**config.mk**
```make
export PLATFORM = sky130hd
export DESIGN_NAME = im_fifo_rd_ctrl
export DESIGN_NICKNAME = d
export VERILOG_FILES = /design/src/rtl/im_fifo_rd_ctrl.sv
export SDC_FILE = /design/constraint.sdc
export NUM_CORES = 1
export LEC_CHECK = 0
export ABC_AREA = 1
export BUFFER_PORTS_ARGS = -buffer_cell sky130_fd_sc_hd__buf_2
export CAP_MARGIN = 20
export CORE_MARGIN = 10
export CORE_UTILIZATION = 40
export CTS_BUF_LIST = sky130_fd_sc_hd__clkbuf_4 sky130_fd_sc_hd__clkbuf_8 sky130_fd_sc_hd__clkbuf_16
export DETAILED_ROUTE_END_ITERATION = 12
export MAX_ROUTING_LAYER = met4
export SLEW_MARGIN = 20
export SYNTH_ARGS = -nofsm -noshare
export SYNTH_HDL_FRONTEND = slang
export SYNTH_SLANG_ARGS = --single-unit
```
**constraint.sdc**
```tcl
create_clock -name clk -period 6.1 [get_ports clk]
set_input_delay 0.915 -clock clk [delete_from_list [all_inputs] [get_ports clk]]
set_output_delay 0.915 -clock clk [all_outputs]
set_load 0.005 [all_outputs]
```
**src/rtl/im_fifo_rd_ctrl.sv**
```systemverilog
// Read-side sequencer for the image-mode FIFO: drains one full frame through a
// 2-entry buffer onto an AXI-Stream master with SOF/EOF framing and flush control.
module im_fifo_rd_ctrl #(
    parameter int unsigned FRAME_WORDS  = 256,
    parameter int unsigned FLUSH_CYCLES = 4,
    parameter int unsigned CNT_W        = 16
) (
    input  logic             clk,
    input  logic             rst,
    input  logic             enable,
    input  logic             flush_req,
    input  logic             fifo_full,
    input  logic [31:0]      fifo_rdata,
    output logic             fifo_rd_en,
    output logic             fifo_flush,
    output logic [31:0]      m_tdata,
    output logic             m_tvalid,
    input  logic             m_tready,
    output logic             m_tlast,
    output logic             m_tuser,
    output logic             busy,
    output logic [CNT_W-1:0] frame_cnt,
    output logic [CNT_W-1:0] abort_cnt
);

    localparam int unsigned IDX_W = (FRAME_WORDS > 1) ? $clog2(FRAME_WORDS) : 1;
    localparam int unsigned REM_W = $clog2(FRAME_WORDS + 1);
    localparam int unsigned FC_W  = (FLUSH_CYCLES > 1) ? $clog2(FLUSH_CYCLES) : 1;
    localparam logic [IDX_W-1:0] LAST_IDX = IDX_W'(FRAME_WORDS - 1);

    typedef enum logic [1:0] {
        ST_IDLE  = 2'd0,
        ST_READ  = 2'd1,
        ST_DRAIN = 2'd2,
        ST_FLUSH = 2'd3
    } state_t;

    state_t            state_q, state_d;
    logic [REM_W-1:0]  rem_q, rem_d;
    logic [IDX_W-1:0]  idx_q, idx_d;
    logic [1:0]        occ_q, occ_d;
    logic              inflight_q, inflight_d;
    logic [31:0]       buf0_q, buf0_d;
    logic [31:0]       buf1_q, buf1_d;
    logic [FC_W-1:0]   fcnt_q, fcnt_d;
    logic [CNT_W-1:0]  frame_cnt_q, frame_cnt_d;
    logic [CNT_W-1:0]  abort_cnt_q, abort_cnt_d;

    logic              valid_c;
    logic              pop_c;
    logic              last_hs_c;
    logic              flush_acc_c;
    logic [2:0]        lvl_c;
    logic              rd_en_c;

    // Handshake and read-throttle decode; lvl_c is what the buffer will hold after this edge
    always_comb begin
        valid_c     = (occ_q != 2'd0);
        pop_c       = valid_c && m_tready;
        last_hs_c   = pop_c && (idx_q == LAST_IDX);
        flush_acc_c = flush_req && (state_q != ST_FLUSH);
        lvl_c       = 3'(occ_q) + 3'(inflight_q) - 3'(pop_c);
        rd_en_c     = (state_q == ST_READ) && (rem_q != REM_W'(0)) && (lvl_c < 3'd2);
    end

    // Next-state, buffer and counter logic
    always_comb begin
        state_d     = state_q;
        rem_d       = rem_q;
        idx_d       = idx_q;
        occ_d       = occ_q;
        inflight_d  = rd_en_c;
        buf0_d      = buf0_q;
        buf1_d      = buf1_q;
        fcnt_d      = fcnt_q;
        frame_cnt_d = frame_cnt_q;
        abort_cnt_d = abort_cnt_q;

        if (pop_c) begin
            idx_d = idx_q + IDX_W'(1);
        end
        if (last_hs_c) begin
            frame_cnt_d = frame_cnt_q + CNT_W'(1);
        end

        // Buffer entry 0 is always the head presented on the stream
        case ({inflight_q, pop_c})
            2'b11: begin
                if (occ_q == 2'd2) begin
                    buf0_d = buf1_q;
                    buf1_d = fifo_rdata;
                end else begin
                    buf0_d = fifo_rdata;
                end
            end
            2'b01: begin
                buf0_d = buf1_q;
                occ_d  = occ_q - 2'd1;
            end
            2'b10: begin
                if (occ_q == 2'd0) begin
                    buf0_d = fifo_rdata;
                end else begin
                    buf1_d = fifo_rdata;
                end
                occ_d = occ_q + 2'd1;
            end
            default: ;
        endcase

        case (state_q)
            ST_IDLE: begin
                rem_d = REM_W'(FRAME_WORDS);
                idx_d = '0;
                if (enable && fifo_full) begin
                    state_d = ST_READ;
                end
            end
            ST_READ: begin
                if (rd_en_c) begin
                    rem_d = rem_q - REM_W'(1);
                    if (rem_q == REM_W'(1)) begin
                        state_d = ST_DRAIN;
                    end
                end
            end
            ST_DRAIN: begin
                if (last_hs_c) begin
                    state_d = ST_IDLE;
                end
            end
            ST_FLUSH: begin
                if (fcnt_q == FC_W'(0)) begin
                    state_d = ST_IDLE;
                end else begin
                    fcnt_d = fcnt_q - FC_W'(1);
                end
            end
            default: state_d = ST_IDLE;
        endcase

        // A completing frame on the same edge as a flush still counts as completed
        if (flush_acc_c) begin
            state_d    = ST_FLUSH;
            fcnt_d     = FC_W'(FLUSH_CYCLES - 1);
            occ_d      = 2'd0;
            inflight_d = 1'b0;
            if (((state_q == ST_READ) || (state_q == ST_DRAIN)) && !last_hs_c) begin
                abort_cnt_d = abort_cnt_q + CNT_W'(1);
            end
        end
    end

    // State and datapath registers
    always_ff @(posedge clk) begin
        if (rst) begin
            state_q     <= ST_IDLE;
            rem_q       <= '0;
            idx_q       <= '0;
            occ_q       <= 2'd0;
            inflight_q  <= 1'b0;
            buf0_q      <= '0;
            buf1_q      <= '0;
            fcnt_q      <= '0;
            frame_cnt_q <= '0;
            abort_cnt_q <= '0;
        end else begin
            state_q     <= state_d;
            rem_q       <= rem_d;
            idx_q       <= idx_d;
            occ_q       <= occ_d;
            inflight_q  <= inflight_d;
            buf0_q      <= buf0_d;
            buf1_q      <= buf1_d;
            fcnt_q      <= fcnt_d;
            frame_cnt_q <= frame_cnt_d;
            abort_cnt_q <= abort_cnt_d;
        end
    end

    assign fifo_rd_en = rd_en_c;
    assign fifo_flush = (state_q == ST_FLUSH);
    assign busy       = (state_q != ST_IDLE);
    assign m_tvalid   = valid_c;
    assign m_tdata    = buf0_q;
    assign m_tuser    = valid_c && (idx_q == '0);
    assign m_tlast    = valid_c && (idx_q == LAST_IDX);
    assign frame_cnt  = frame_cnt_q;
    assign abort_cnt  = abort_cnt_q;

endmodule

```
# Word level (Yosys, flattened, before mapping)
# Cells that the tools add are included.
dict set report totals {
  regBits 120
  latchBits 0
  mem_bits_rw 0
  mem_bits_ro 0
  inputBits 38
  out_inout_bits 70
  elab_cells 90
  memories 0
}
dict set report op_classes {
  add_sub_neg 9
  n_mul 0
  n_div 0
  magnitude_cmp 1
  n_eq_ne 20
  shift 0
  n_mux 19
  bitwise_logic 0
  reduce_logical 31
}
# cell count
set ops {}
lappend ops {{32-bit 2-to-1 mux} 4}
lappend ops {{32-bit case mux with 3 select lines} 1}
lappend ops {{32-bit case mux with 2 select lines} 1}
lappend ops {{16-bit by 1-bit adder with 16-bit output (second input constant)} 2}
lappend ops {{2-bit 2-to-1 mux} 9}
lappend ops {{9-bit case mux with 2 select lines} 1}
lappend ops {{2-bit != test (second input constant)} 6}
lappend ops {{3-bit != test (second input constant)} 4}
lappend ops {{2-bit nonzero test} 6}
lappend ops {{2-bit == test (second input constant)} 5}
lappend ops {{9-bit by 1-bit == test with 1-bit output (second input constant)} 1}
lappend ops {{1-bit logical AND} 9}
lappend ops {{9-bit 2-to-1 mux} 1}
lappend ops {{9-bit nonzero test} 1}
lappend ops {{9-bit by 1-bit subtractor with 9-bit output (second input constant)} 1}
lappend ops {{8-bit by 1-bit adder with 8-bit output (second input constant)} 1}
lappend ops {{8-bit == test (second input constant)} 1}
lappend ops {{8-bit zero test} 1}
lappend ops {{2-bit case mux with 4 select lines} 1}
lappend ops {{2-bit AND reduction} 4}
lappend ops {{2-bit zero test} 3}
lappend ops {{5-bit AND reduction} 1}
lappend ops {{2-bit by 1-bit == test with 1-bit output (second input constant)} 2}
lappend ops {{2-bit case mux with 2 select lines} 1}
lappend ops {{other kinds (11)} 13}

# Depth between registers and ports, before layout
# Gate-level depths: netlist of run 1.
dict set report logic_depth {
  ltp_word 8
  mapped_depth 16
}

# Worst setup path after synthesis of run 1
# OpenSTA, ideal clock, no wires.
dict set report synth_path {
  kind {input to output}
  startpoint {input m_tready}
  endpoint {output fifo_rd_en}
  arrival_time_ps 2504
  required_time_ps 5185
  setup_slack_ps 2681
  path_stages 12
  path_buffers 0
  cell_sequence {inv_1 > nor2_8 > ha_1 > nor2_1 > inv_1 > fa_1 > nand2_1 > inv_1 > nand2_1 > nor2_2 > nand2_2 > inv_1}
}
dict set report synth_between {
  elab_chain_len 4
}
# element line
set synth_rtl {}
lappend synth_rtl {{from (decl)} 18} ;# input logic m_tready,
lappend synth_rtl {{1-bit logical AND} 59} ;# pop_c = valid_c && m_tready;
lappend synth_rtl {{net pop_c} 50} ;# logic pop_c;
lappend synth_rtl {{3-bit by 1-bit subtractor with 3-bit output} 62} ;# lvl_c = 3'(occ_q) + 3'(inflight_q) - 3'(pop_c);
lappend synth_rtl {{3-bit by 2-bit less-than comparator with 1-bit output} 63} ;# rd_en_c = (state_q == ST_READ) && (rem_q != REM_W'(0)) && (lvl_c < 3'd2);
lappend synth_rtl {{1-bit logical AND} 63}
lappend synth_rtl {{to (decl)} 14} ;# output logic fifo_rd_en,
# The timed path passes the listed nets, and every way through them passes these cells.

# Worst setup path in the final report of run 1
# Ends and elaborated chain as after synthesis.

==> results of run 1 <==
how the worst max path moves through the flow:
stage	endpoint	from	cells after the start	slack, ns
finish	fifo_rd_en	m_tready	14	2.30
global route	fifo_rd_en	m_tready	14	2.15
CTS	fifo_rd_en	m_tready	14	2.28
detailed placement	fifo_rd_en	m_tready	14	2.29
global placement	fifo_rd_en	m_tready	14	2.34
floorplan	fifo_rd_en	m_tready	12	2.68
registers in the layout, summed over array words and instances (netlist names):
name and flops:
buf1_q 32, abort_cnt 16, frame_cnt 16, idx_q 8, rem_q 9, fcnt_q 2
m_tdata 32, occ_q 2, inflight_q 1, state_q 2
area by class of cell:
cell class                      count  area (sq um)
Tap cell                          188           235
Sequential cell                   120          2400
Inverter                          116           438
Timing Repair Buffer              111           566
Multi-Input combinational cell    629          3170
Clock buffer                       19           447
Fill cell                        1565          7770
Clock inverter                     13           178
cells by family (layout without fill, tap and decap cells):
family	Yosys count	after routing
AO/OA/AOI/OAI	296	296
XOR/XNOR	4	4
adder cells (fa/ha/maj)	17	17
buffers and inverters	161	259
flip-flops	120	120
AND/OR/NAND/NOR	312	312
power groups by stage:
stage          Clock, mW  Sequential [mW]  Combinational, mW
2_1_floorplan          0            0.973              0.619
3_3_place_gp           0            0.978              0.833
3_5_place_dp           0            0.979              0.842
4_1_cts             1.08            0.964              0.846
5_1_grt             1.12            0.979              0.978
6_report            1.06            0.964              0.833
routing by layer:
metal | up-vias | GRT usage (%) | wire (microns)
met2 | 137 | 24.6 | 7200
met1 | 2691 | 21.4 | 8080
met3 | 11 | 4.66 | 799
li1 | 3187 | - | -
met5 | - | - | 0
met4 | 0 | 4.10 | 112
worst max-delay path, stage by stage:
cell and delay, ns:
buf_2 0.11, inv_1 0.09, nor2_8 0.20, ha_1 0.30, nor2_1 0.15, inv_1 0.07, fa_1 0.50, nand2_1 0.05
inv_1 0.05, nand2_1 0.05, nor2_2 0.09, nand2_2 0.12, inv_1 0.09, buf_2 0.11
cell usage in the layout, fill, tap and decap left out, types with 3 or more instances in the layout:
cell	n
nand3_1	32
o21ai_1	9
inv_1	109
a21oi_1	101
a31oi_1	35
nor2_4	3
ha_1	16
clkinv_2	5
nand2_1	173
inv_2	5
nor2_1	69
buf_2	107
bufinv_16	4
buf_4	4
nor3_1	12
o21ai_0	143
o22ai_1	3
dfxtp_1	120
clkbuf_16	17
nand4_1	8
nand2_4	4
==> summary.txt, run 1 <==
Drt
  – Drt drc: 0
  – Number of DRC markers after the initial detailed-route iteration: 332
  – First-pass iteration count of the detailed router: 4
  – Via density per instance: 5.04
  – Post-Route WL: 16200 microns
  – Antenna violation net count after detailed routing: 0
  – Routed wire length per instance: 13.5 microns
  – Total via count in the routed design: 6026

Synthesis
  – Yosys top cell area share: 38.8%
  – Top-count cell post-synth: nand2_1
  – Fraction of the mapped netlist area in compound gates: 25.0%
  – Cell variety after synth: 35
  – Summed instance area of the synthesized netlist: 6190 sq um
  – Average size of a mapped cell: about 6.8 sq um
  – Number of flops mapped to enable cells by yosys: 0
  – Share of synthesized cell area in full adder, half adder and majority cells: 3.56%
  – Number of instances in the synthesized netlist: 910
  – Multiplexer area fraction after synthesis: 0%
  – Proportion of register bits with asynchronous set or reset after synthesis: 0%
  – Yosys warning total: 0
  – Syn nets: 965
  – Post-synthesis xor/xnor area fraction: 0.566%
  – Dominant combinational cell family by area after synthesis: compound AO/OA/AOI/OAI gates
  – Post-synthesis register bit count: 120
  – Cell type contributing the most total cell area after synthesis: dfxtp_1
  – Cell types with the highest counts after synthesis: nand2_1 (174), o21ai_0 (143), dfxtp_1 (120)
  – Dominant synthesized flop cell: dfxtp_1
  – Seq/Total Area, Yosys: roughly 39%
  – Synth Area in Simple Gates: a little over a fifth
  – Leading post-synthesis cells by cell area: dfxtp_1 (39%), o21ai_0 (12%), nand2_1 (11%), a21oi_1 (8.2%), inv_1 (6.8%)

Die
  – Initial standard-cell utilization of the core: slightly above 40%
  – Die outline area: 20800 sq um
  – Top-level port count: 108
  – Die Wd: between 100 and 150 microns
  – Placement row count: 45
  – Core box area: 15200 sq um
  – Height of the die: 144 microns

Timing
  – Fmax: ~260 MHz
  – Slew Viols, Final: 0
  – Setup-violating endpoint count in the final report: 0
  – Worst slew margin relative to its limit: 35.8%
  – Largest clock skew in the final design: 0.00964 ns
  – Hold Vio Cnt, Final: 0
  – Least setup slack across all paths after layout: 2.30 ns
  – Slew at the pin closest to its max-slew limit: about 0.96 ns
  – Worst hold slack: approximately 0.46 ns
  – Accumulated negative setup slack: 0 ns
  – RSZ-0062 raised after global routing: no
  – Fin crit share: 62.4%
  – Final critical-path required period: 3.80 ns

Placement
  – Total placed instance area: about 6800 sq um
  – Detailed placer's ending HPWL: approximately 11000 microns
  – Worst setup timing slack at the placement stage: 2.29 ns
  – Placed instance count: 1164
  – Buffers on Ports: 107
  – Global placer's final weighted congestion: 0.855

Finish
  – Post-route cell area: ~7400 sq um
  – Ratio of cells with drive above 1 in the final layout: between 10% and 20%
  – Layout Cells excl Fill: about 1200
  – Post-route core utilization: roughly 49%
  – Number of nets in the layout: roughly 1100
  – Antenna diodes: 0
  – Synthesis-to-layout area growth: 20.1%

Clock tree
  – Max Buffers Root-to-Sink: 2
  – Setup repair bufs after CTS: 0
  – CTS tree: yes
  – Clock latency at the later pin of the worst-skew pair: between 0.4 and 0.5 ns
  – Buffer type at the clock tree root: clkbuf_16
  – Depth of the CTS H-tree: 4
  – Number of sinks driven by the clock tree: between 100 and 150
  – Number of gates resized after CTS: 0
  – Number of hold buffers added after CTS: 0
  – TritonCTS buffer count: 17
  – Clock edge transition at the registers on the reported setup and hold paths: 0.06 ns

Setup path
  – Endpoint class of the critical path: primary output
  – Critical path arrival: around 2.9 ns
  – Path depth of the worst reg2reg path: 14
  – FF-to-FF setup slack: approximately 3.3 ns
  – Setup crit start kind: input pin
  – FF-to-FF Start: occ_q[1]
  – Worst Path Class, Setup: input pin to primary output
  – Worst-path maximum fanout: 10
  – Reg2Reg Capture Point: rem_q[3]
  – Data required time of the worst path: 5.18 ns

Global route
  – Via count of the first global-routing pass: 5618
  – Aggregate global-route resource usage: 16.4%
  – First-pass GRT wire length: 27200 microns
  – Total grt overflow: 0
  – Antenna violations before repair: 0
  – Pin count of the biggest net entering global routing: 74

Power
  – Ratio of total power to cell area: 384 nW/um^2
  – Part of the power in the clock network: 37.0%
  – Switching power as a share of total power: 34.0%
  – Sequential Power Share: 33.8%
  – Total Power Consumption: approximately 2.9 mW
  – Combinational share of power: 29.2%
  – Int Pwr: 1.88 mW
  – Total leakage power: approximately 3.2 nW
  – Max VDD drop: 0.222 mV
  – P_sw: 0.971 mW

Min path
  – Classification of the worst-slack hold path: flop to flop
  – Sink of the worst hold path: rem_q[7]
  – Cell depth of the worst min-delay path: 2
  – Hold path startpoint: rem_q[7]

Job
  – Number of maximum-capacitance violations: 0

Outcome
  – Outcome: finished clean
Note: power is estimated with default switching activity, not from simulation.
==> run 2, diff against run 1 <==
- ABC_AREA: 1 -> 0
- clock period: 6.1 -> 3.6 ns (I/O delays scaled with it)
==> run 2 against run 1 <==
Compared with the run above: register-to-register slack got worse by 2.6 ns; cell count fell by 16%; power rose by 41%; worst hold slack got worse by 0.077 ns; first-iteration DRC count fell by 17%; sequential power rose by 55%; sequential share of layout area rose by 1.6 points; critical path depth fell by 4; critical path type is now flop to primary output; largest cell class unchanged; highest routed layer unchanged.
==> summary.txt, run 2 <==
Drt
  – Antenna violation net count after detailed routing: 0 (unchanged)
  – Number of DRC markers after the initial detailed-route iteration: 276 (-17%)
  – Drt drc: 0 (unchanged)
  – First-pass iteration count of the detailed router: 5 (+1)
  – Total via count in the routed design: 5558 (-7.8%)
  – Post-Route WL: 16100 microns (-0.65%)
  – Via density per instance: 5.52 (+9.7%)
  – Routed wire length per instance: 16.0 microns (+18%)

Synthesis
  – Cell variety after synth: 42 (+20%)
  – Leading post-synthesis cells by cell area: dfxtp_1 (42%), nand2_1 (9.6%), a21oi_1 (6.4%), nor2_1 (5.4%), a311oi_1 (5.0%)
  – Summed instance area of the synthesized netlist: 5790 sq um (-6.5%)
  – Dominant synthesized flop cell: dfxtp_1
  – Average size of a mapped cell: 7.97 sq um (+17%)
  – Post-synthesis register bit count: 120 (unchanged)
  – Yosys warning total: 0 (unchanged)
  – Yosys top cell area share: 41.5% (+2.7 points)
  – Cell type contributing the most total cell area after synthesis: dfxtp_1
  – Cell types with the highest counts after synthesis: nand2_1 (148), dfxtp_1 (120), nor2_1 (83)
  – Top-count cell post-synth: nand2_1
  – Proportion of register bits with asynchronous set or reset after synthesis: 0% (unchanged)
  – Syn nets: 781 (-19%)
  – Number of instances in the synthesized netlist: 726 (-20%)
  – Number of flops mapped to enable cells by yosys: 0 (unchanged)
  – Seq/Total Area, Yosys: 41.5% (+2.7 points)

Global route
  – Antenna violations before repair: 0 (unchanged)
  – First-pass GRT wire length: 26700 microns (-2.0%)
  – Via count of the first global-routing pass: 5460 (-2.8%)
  – Met3 Resource Use GR: 4.56% (-0.093 points)
  – Most heavily used metal layer in global routing: met2
  – Met2 global-route usage: 26.2% (+1.6 points)
  – Aggregate global-route resource usage: 16.6% (+0.14 points)
  – Pin count of the biggest net entering global routing: 67 (-9.5%)
  – Total grt overflow: 0 (unchanged)
  – Met1 global-route usage: 19.9% (-1.5 points)

Placement
  – Worst setup timing slack at the placement stage: 0.246 ns (-2.05 ns)
  – Global placer's final weighted congestion: 0.845 (-1.2%)
  – Buffers on Ports: 107 (unchanged)
  – Detailed placer's ending HPWL: 10700 microns (-1.9%)

Setup path
  – Cell-by-cell listing of the critical path: o21ai_1, inv_2, ha_2, nand2b_1, fa_1, xnor2_1, and3_4, nand2_1, inv_1, buf_2
  – CP max stage cell: dfxtp_2
  – Data required time of the worst path: 3.06 ns (-2.12 ns)
  – Worst-path maximum fanout: 9 (-1)
  – Count of buffer and inverter cells on the critical path: 3 (-3)
  – Gate family responsible for the most delay along the worst path: adder cells
  – Endpoint class of the critical path: primary output
  – Setup crit start kind: flop
  – Critical path arrival: 2.81 ns (-0.08 ns)
  – Worst Path Class, Setup: flop to primary output
  – Delay of the slowest cell on the worst path: 0.45 ns (-0.05 ns)

Clock tree
  – Number of sinks driven by the clock tree: 120 (unchanged)
  – Number of gates resized after CTS: 2 (+2)
  – Setup repair bufs after CTS: 0 (unchanged)
  – Clock edge transition at the registers on the reported setup and hold paths: 0.06 ns (about the same)
  – Max Buffers Root-to-Sink: 2 (unchanged)
  – TritonCTS buffer count: 17 (unchanged)
  – CTS tree: yes
  – Depth of the CTS H-tree: 4 (unchanged)
  – Clock latency at the later pin of the worst-skew pair: 0.42 ns (about the same)
  – Number of hold buffers added after CTS: 0 (unchanged)
  – Buffer type at the clock tree root: clkbuf_16

Power
  – P_sw: 1.20 mW (+23%)
  – Int Pwr: 2.84 mW (+51%)
  – Max VDD drop: 0.341 mV (+54%)
  – Ratio of total power to cell area: 570 nW/um^2 (+48%)
  – Switching power as a share of total power: 29.6% (-4.4 points)
  – Part of the power in the clock network: 43.1% (+6.1 points)
  – Combinational share of power: 20.0% (-9.2 points)
  – Total Power Consumption: 4.04 mW (+41%)
  – Total leakage power: 2.83 nW (-12%)
  – Sequential Power Share: 36.9% (+3.1 points)

Timing
  – Accumulated negative setup slack: 0 ns (unchanged)
  – Fin crit share: 93.1%
  – Slew at the pin closest to its max-slew limit: 0.831 ns (-0.126 ns)
  – RSZ-0062 raised after global routing: no
  – Final critical-path required period: 3.35 ns
  – Least setup slack across all paths after layout: 0.249 ns (-2.05 ns)
  – Worst slew margin relative to its limit: 44.4% (+8.5 points)
  – Setup-violating endpoint count in the final report: 0 (unchanged)
  – Largest clock skew in the final design: 0.00960 ns (-0.0000402 ns)
  – Fmax: 298 MHz
  – Slew Viols, Final: 0 (unchanged)
  – Hold Vio Cnt, Final: 0 (unchanged)

Die
  – Core box area: 14000 sq um (-7.6%)
  – Placement row count: 43 (-4.4%)
  – Height of the die: 140 microns (-2.8%)
  – Top-level port count: 108 (unchanged)
  – Die outline area: 19700 sq um (-5.6%)
  – Initial standard-cell utilization of the core: 41.2% (+0.51 points)
  – Die Wd: 140 microns (-2.8%)

Finish
  – Number of nets in the layout: 868 (-17%)
  – Synthesis-to-layout area growth: 22.4%
  – Commonest cells after routing, fill and taps aside: nand2_1 (148), dfxtp_1 (118), buf_2 (107)
  – Antenna diodes: 0 (unchanged)
  – Most common cell after layout, fill and taps aside: nand2_1
  – Ratio of cells with drive above 1 in the final layout: 20.2% (+3.7 points)

Min path
  – Classification of the worst-slack hold path: input pin to flop

Outcome
  – Outcome: finished clean

Job
  – Number of maximum-capacitance violations: 0 (unchanged)
-- run 2: cell count changes after synthesis, moves of 27 or more --
cell      before  now
a21oi_1      101   74
a221oi_1       0   32
a311oi_1       0   33
a31oi_1       35    0
inv_1        112   17
o21ai_0      143    2
-- run 2: kinds of logic (layout without fill, tap and decap cells) --
group | Yosys count | in the layout | share of synthesized area [%]
AND/OR/NAND/NOR | 322 | 322 | 24.8
adder cells (fa/ha/maj) | 17 | 17 | 3.80
XOR/XNOR | 45 | 45 | 6.81
AO/OA/AOI/OAI | 150 | 150 | 17.8
buffers and inverters | 69 | 169 | 4.78
multiplexers | 3 | 3 | 0.519
flip-flops | 120 | 120 | 41.5
-- run 2: power groups by stage --
stage	combinational (mW)	clock, mW	sequential, mW
floorplan	0.566	0	1.50
global placement	0.781	0	1.51
detailed placement	0.803	0	1.51
CTS	0.808	1.77	1.49
global route	0.915	1.84	1.50
finish	0.808	1.74	1.49
-- run 2: worst min-delay path, cell delays in order --
cell     delay [ns]
buf_2          0.11
nand2_1        0.05
a21oi_1        0.05
-- run 2: path summary, 6_finish.rpt --
| kind | startpoint | to | slack [ns] | cells past startpoint |
|---|---|---|---|---|
| worst max-delay path | occ_q[0] | fifo_rd_en | 0.25 | 10 |
| worst min-delay path | fifo_rdata[19] | buf1_q[19] | 0.38 | 3 |
| worst min register to register | fcnt_q[0] | fcnt_q[0] | 0.47 | 2 |
| worst max register to register | occ_q[0] | state_q[1] | 0.70 | 10 |
-- run 2: stage by stage --
step                      std cells  cell area [sq um]  utilization, %  hold WS (ns)
after floorplan                 726               5790               -         0.446
after global placement          973               6470            46.0         0.455
after detailed placement        973               6470            46.0         0.461
after CTS                      1005               7070            50.4         0.369
after global routing           1006               7080            50.4         0.377
final                          1006               7080            50.4         0.381
-- run 2: cell type report --
type / instances / area [sq um]
repair buffers: 120 / 646
well taps: 180 / 225
clock buffers: 20 / 454
inverters: 17 / 63.8
flip-flops and latches: 120 / 2400
clock inverters: 12 / 151
multi-input cells: 537 / 3140
fillers: 1355 / 6960
-- run 2: routing by layer --
metal,share of wire [%],wire length (microns)
met5,0,0
met4,1.3,216
met3,5.6,905
met2,47,7630
met1,46,7330
